[src/rtl/rv_decode_queue.sv]
// RV32I decoder feeding a DEPTH-entry FIFO of {ROM index, illegal flag, PC}.
// Optional feature macro: RV_DECODE_CSR_EN (decode csrrw/csrrwi on the SYSTEM opcode).
module rv_decode_queue #(
  parameter int DEPTH = 2,
  parameter int IDX_W = 6,
  parameter int CNT_W = 8
) (
  input  logic             clk,
  input  logic             rst_n,
  input  logic             flush,
  input  logic             in_valid,
  output logic             in_ready,
  input  logic [31:0]      in_instr,
  input  logic [31:0]      in_pc,
  output logic             out_valid,
  input  logic             out_ready,
  output logic [IDX_W-1:0] out_idx,
  output logic             out_illegal,
  output logic [31:0]      out_pc,
  output logic [CNT_W-1:0] illegal_cnt
);
  localparam int PTR_W = $clog2(DEPTH);
  localparam int OCC_W = $clog2(DEPTH + 1);
  localparam logic [OCC_W-1:0] FULL = OCC_W'(DEPTH);

  typedef struct packed {
    logic [IDX_W-1:0] idx;
    logic             illegal;
    logic [31:0]      pc;
  } entry_t;

  logic [6:0] opc, f7;
  logic [2:0] f3;
  logic [5:0] code;
  logic       legal;
  entry_t     new_entry, head;
  logic       unused_instr_bits;

  assign opc = in_instr[6:0];
  assign f3  = in_instr[14:12];
  assign f7  = in_instr[31:25];
  assign unused_instr_bits = ^{in_instr[24:15], in_instr[11:7]};

  always_comb begin
    code  = '0;
    legal = 1'b0;
    case (opc)
      7'h33: begin
        legal = (f7 == 7'h00) || (f7 == 7'h20 && (f3 == 3'd0 || f3 == 3'd5));
        case (f3)
          3'd0: code = f7[5] ? 6'd1 : 6'd0;
          3'd1: code = 6'd2;
          3'd2: code = 6'd3;
          3'd3: code = 6'd4;
          3'd4: code = 6'd5;
          3'd5: code = f7[5] ? 6'd7 : 6'd6;
          3'd6: code = 6'd8;
          3'd7: code = 6'd9;
        endcase
      end
      7'h03: begin
        legal = 1'b1;
        case (f3)
          3'd0: code = 6'd10;
          3'd1: code = 6'd11;
          3'd2: code = 6'd12;
          3'd4: code = 6'd13;
          3'd5: code = 6'd14;
          default: legal = 1'b0;
        endcase
      end
      7'h13: begin
        legal = 1'b1;
        case (f3)
          3'd0: code = 6'd15;
          3'd1: begin code = 6'd16; legal = (f7 == 7'h00); end
          3'd2: code = 6'd17;
          3'd3: code = 6'd18;
          3'd4: code = 6'd19;
          3'd5: begin
            code  = f7[5] ? 6'd21 : 6'd20;
            legal = (f7 == 7'h00) || (f7 == 7'h20);
          end
          3'd6: code = 6'd22;
          3'd7: code = 6'd23;
        endcase
      end
      7'h37: begin code = 6'd24; legal = 1'b1; end
      7'h17: begin code = 6'd25; legal = 1'b1; end
      7'h6F: begin code = 6'd26; legal = 1'b1; end
      7'h67: begin code = 6'd27; legal = (f3 == 3'd0); end
      7'h63: begin
        legal = 1'b1;
        case (f3)
          3'd0: code = 6'd28;
          3'd1: code = 6'd29;
          3'd4: code = 6'd30;
          3'd5: code = 6'd31;
          3'd6: code = 6'd32;
          3'd7: code = 6'd33;
          default: legal = 1'b0;
        endcase
      end
      7'h23: begin
        legal = 1'b1;
        case (f3)
          3'd0: code = 6'd34;
          3'd1: code = 6'd35;
          3'd2: code = 6'd36;
          default: legal = 1'b0;
        endcase
      end
`ifdef RV_DECODE_CSR_EN
      7'h73: begin
        legal = 1'b1;
        case (f3)
          3'd1: code = 6'd37;
          3'd5: code = 6'd38;
          default: legal = 1'b0;
        endcase
      end
`endif
      default: legal = 1'b0;
    endcase
  end

  assign new_entry.idx     = legal ? IDX_W'(code) : '1;
  assign new_entry.illegal = ~legal;
  assign new_entry.pc      = in_pc;

  entry_t           mem_q [DEPTH];
  logic [PTR_W-1:0] wptr_q, wptr_d, rptr_q, rptr_d;
  logic [OCC_W-1:0] count_q, count_d;
  logic [CNT_W-1:0] icnt_q, icnt_d;
  logic             push, pop;

  // No pass-through when full: in_ready looks only at occupancy and flush.
  assign in_ready  = (count_q < FULL) & ~flush;
  assign out_valid = (count_q != '0);
  assign push      = in_valid & in_ready;
  assign pop       = out_valid & out_ready & ~flush;

  assign head        = mem_q[rptr_q];
  assign out_idx     = head.idx;
  assign out_illegal = head.illegal;
  assign out_pc      = head.pc;
  assign illegal_cnt = icnt_q;

  always_comb begin
    wptr_d  = wptr_q;
    rptr_d  = rptr_q;
    count_d = count_q;
    icnt_d  = icnt_q;
    if (flush) begin
      wptr_d  = '0;
      rptr_d  = '0;
      count_d = '0;
    end else begin
      if (push) wptr_d = wptr_q + PTR_W'(1);
      if (pop)  rptr_d = rptr_q + PTR_W'(1);
      if (push && !pop)      count_d = count_q + OCC_W'(1);
      else if (pop && !push) count_d = count_q - OCC_W'(1);
    end
    if (push && new_entry.illegal && icnt_q != '1) icnt_d = icnt_q + CNT_W'(1);
  end

  always_ff @(posedge clk or negedge rst_n) begin
    if (!rst_n) begin
      wptr_q  <= '0;
      rptr_q  <= '0;
      count_q <= '0;
      icnt_q  <= '0;
      for (int i = 0; i < DEPTH; i++) mem_q[i] <= '0;
    end else begin
      wptr_q  <= wptr_d;
      rptr_q  <= rptr_d;
      count_q <= count_d;
      icnt_q  <= icnt_d;
      if (push) mem_q[wptr_q] <= new_entry;
    end
  end
endmodule

[config.mk]
export PLATFORM = sky130hd
export DESIGN_NAME = rv_decode_queue
export DESIGN_NICKNAME = d
export VERILOG_FILES = /design/src/rtl/rv_decode_queue.sv
export SDC_FILE = /design/constraint.sdc
export NUM_CORES = 1
export LEC_CHECK = 0
export BUFFER_PORTS_ARGS = -buffer_cell sky130_fd_sc_hd__buf_4
export CAP_MARGIN = 30
export CORE_ASPECT_RATIO = 0.75
export CORE_MARGIN = 2
export CORE_UTILIZATION = 48
export CTS_BUF_LIST = sky130_fd_sc_hd__clkbuf_16
export DETAILED_ROUTE_END_ITERATION = 10
export HOLD_SLACK_MARGIN = 0.08
export PLACE_DENSITY_LB_ADDON = 0.3
export SLEW_MARGIN = 20
export SYNTH_ARGS = -nofsm -noshare
export SYNTH_HDL_FRONTEND = slang
export SYNTH_SLANG_ARGS = --single-unit
[constraint.sdc]
create_clock -name clk -period 2 [get_ports clk]
set_clock_uncertainty 0.15 [all_clocks]
set_input_delay 0 -clock clk [delete_from_list [all_inputs] [get_ports clk]]
set_output_delay 0 -clock clk [all_outputs]
set_load 0.1 [all_outputs]
==> impl_metrics.yaml <==
detailed_routing:
  dr.pass1.iters: 4
  wl_per_cell_um: 15.4
  ant_nets: 0
  via_per_inst: 5.29
  initialDrtViolationCount: 194
  drc_errors: 0
  vias: 3716
  wirelength_um: 10800
finish:
  final_nets: 655
  drive_above_1_share_pct: 38.8
  multi_input_area_sq_um: 2100
  seqCellArea_sq_um: 2270
  areaGrowthSynthToFinish_pct: 40.0
  n_antenna_cell: 0
  fillers: 683
sta:
  finalSetupTns_ps: 0
  fmax_ghz: 0.514
  final_max_slew_viol_count: 0
  fin_crit_ps: 1950
  rsz0062_at_grt: "no"
  slew_headroom_pct: 62.8
  setup_viol: 0
  hold_viol_final: 0
  setup_slack_ps: 54.5
  finalCritPeriodShare_pct: 97.3
  worst_slew_pin_slew_ps: 557
clocking:
  cts_sinks: 90
  insertion_delay_ps: 330
  tritoncts: "built"
  path_clk_slew_ps: 60
  cts_made_buffers: 9
  htreeDepth: 3
  cts-root-buf: "clkbuf_16"
  clk_path_buf_depth: 2
grt:
  grt_start_max_net_pins: 46
  grt_overflow: 0
  grt_pass1_wl_um: 17800
  grt_use_total_pct: 22.8
  antenna_found_initial: 0
  grt_pass1_vias: 3766
logic_synthesis:
  synth_cell_types: 47
  syn_area_sq_um: 4430
  synth_fp_nets: 503
  synth-edff-count: 0
  ys.flop_type: "dfrtp_1"
  synthCells: 433
  async_reset_ff_share_pct: 100
  syn_area_per_cell_sq_um: 10.2
  synth_seq_cells: 90
  yosysWarnings: 0
  synth_seq_area_share_pct: 50.8
worst_setup_path:
  path_max_fanout: 8
  cp_slowest_stage_delay_ps: 570
  start_kind: "primary input"
  crit_type: "primary input to flip-flop"
  end_kind: "flip-flop"
  slowest_stage: "or4_4"
  arrival_ps: 2020
  crit_chain: "dlygate4sd3_1, buf_4, nand4bb_4, nor3_4, a32oi_2, nand3b_4, or4_4, xnor2_2"
  cp-startpoint: "in_instr[2]"
  crit_required_ps: 2070
  regToRegStartpoint: "count_q[1]$_DFFE_PN0P_"
placed_design:
  dp_slack_ps: 94.3
  routabilityCongestion: 0.846
  dp_hpwl_um: 7180
  port_buffers: 102
floorplan:
  die_w_um: 115
  dieArea_sq_um: 10000
  io_pins: 118
  die_h_um: 87.2
  start_util_pct: 49.2
  core-area_sq_um: 9010
  row_count: 30
pwr:
  clockPowerShare_pct: 21.8
  power.density_nw_per_um2: 1220
  p_total_uw: 7600
  p_int_uw: 4180
  p_leak_uw: 0.00291
  seqPwrFrac_pct: 33.7
  ir_worst_vdd_uv: 1440
  switchingPower_uw: 3420
  swShare_pct: 45.0
  power_frac_comb_pct: 44.5
hold_path:
  min_from: "in_instr[30]"
  hold_class: "primary input to flip-flop"
job:
  drv_cap: 0
status:
  status: "finished, final reports clean"
==> sequential cells by signal, summed over array words and instances, names as in the netlist <==
register,flops
mem_q,78
illegal_cnt,8
count_q,2
rptr_q,1
wptr_q,1
==> metrics by stage <==
stage | cell area, sq um | hold slack, ps | std cells | util [%]
5_1_grt | 6210 | 155 | 702 | 68.9
3_5_place_dp | 5420 | -126 | 641 | 60.2
3_3_place_gp | 5420 | -135 | 641 | 60.2
6_report | 6210 | 99.4 | 702 | 68.9
2_1_floorplan | 4450 | -446 | 433 | -
4_1_cts | 6170 | 96.6 | 702 | 68.5
==> final timing paths <==
kind / depth (start not counted) / slack, ps / to
hold reg to reg: 2 / 320 / mem_q[12]$_DFFE_PN0P_
min in group asynchronous: 3 / 600 / mem_q[55]$_DFFE_PN0P_
setup reg to reg: 5 / 180 / mem_q[54]$_DFFE_PN0P_
max in group asynchronous: 4 / 360 / mem_q[50]$_DFFE_PN0P_
hold / removal: 5 / 100 / mem_q[72]$_DFFE_PN0P_
setup / recovery: 8 / 50 / illegal_cnt[5]$_DFFE_PN0P_
==> layout by cell type, fill, tap and decap left out, types with 4 or more instances in the layout <==
cell type and n:
buf_4 118, nand2_1 116, dfrtp_1 81, mux2_2 71, dlygate4sd3_1 44, nor2_1 25, a21oi_1 12, xor2_1 10
clkbuf_16 9, o21ai_0 8, nand3_1 7, dfrtp_2 7, inv_1 6, nor3_1 5, a31oi_1 5, nand4_1 4
==> power groups by stage <==
| stage | registers, uW | logic, uW | clock network, uW |
|---|---|---|---|
| global route | 2620 | 3540 | 1770 |
| floorplan | 2890 | 2280 | 0 |
| detailed placement | 2590 | 3300 | 0 |
| finish | 2560 | 3380 | 1660 |
| global placement | 2550 | 3250 | 0 |
| CTS | 2570 | 3380 | 1700 |
==> critical path: cells and delay by family <==
| family | cells | cell delay, ps |
|---|---|---|
| XOR/XNOR | 1 | 140 |
| AND/OR/NAND/NOR | 4 | 940 |
| AO/OA/AOI/OAI | 1 | 250 |
| buffers and inverters | 2 | 680 |
==> cell usage after synthesis (all sizes together), types with 2 or more instances <==
master	instances	area, sq um
nor3	7	45.0
a31oi	5	31.3
buf	11	53.8
nor2b	4	25.0
a21o	2	15.0
o21bai	3	22.5
o211a	2	20.0
o21ai	12	60.1
inv	6	22.5
o311ai	2	17.5
dfrtp	90	2250
clkbuf	13	48.8
nand3	7	35.0
a21oi	12	60.1
nor4	3	18.8
mux2	71	800
nand4	4	25.0
nand2	116	435
mux2i	2	20.0
and3	2	12.5
nor2	25	93.8
xnor2	2	25.0
nand3b	2	18.8
xor2	10	87.6
nand2b	4	25.0
==> repair_timing <==
action / 4_1_cts / 5_1_grt
setup endpoints to repair: 0 / 7
hold buffers: 45 / 0
endpoints found under the hold margin: 170 / 0
gates resized for setup: 0 / 8
buffers inserted: 0 / 0
==> layout make-up <==
cell class	count	share of cell area, %
Sequential cell	90	36.5
Multi-Input combinational cell	313	33.9
Timing Repair Buffer	165	22.2
Clock buffer	9	3.63
Tap cell	112	2.26
Clock inverter	7	1.11
Inverter	6	0.363
==> cell families (layout without fill, tap and decap cells) <==
logic type	Yosys count	count (layout)	synth area share [%]
compound gates	47	47	6.94
xor+xnor	12	12	2.54
fa+ha+maj	1	1	0.282
buf+inv	30	187	2.82
flops	90	90	50.8
mux	73	73	18.5
simple gates	180	180	18.1
==> layer usage <==
metal  GRT usage (%)  share of wire (%)  up-vias
met5               0                  0        -
met4            6.35               0.74        0
met3            6.40                5.4        8
met2            37.8                 50       96
met1            29.4                 44     1826
li1                -                  -     1786
(Power assumes the default switching activity.)
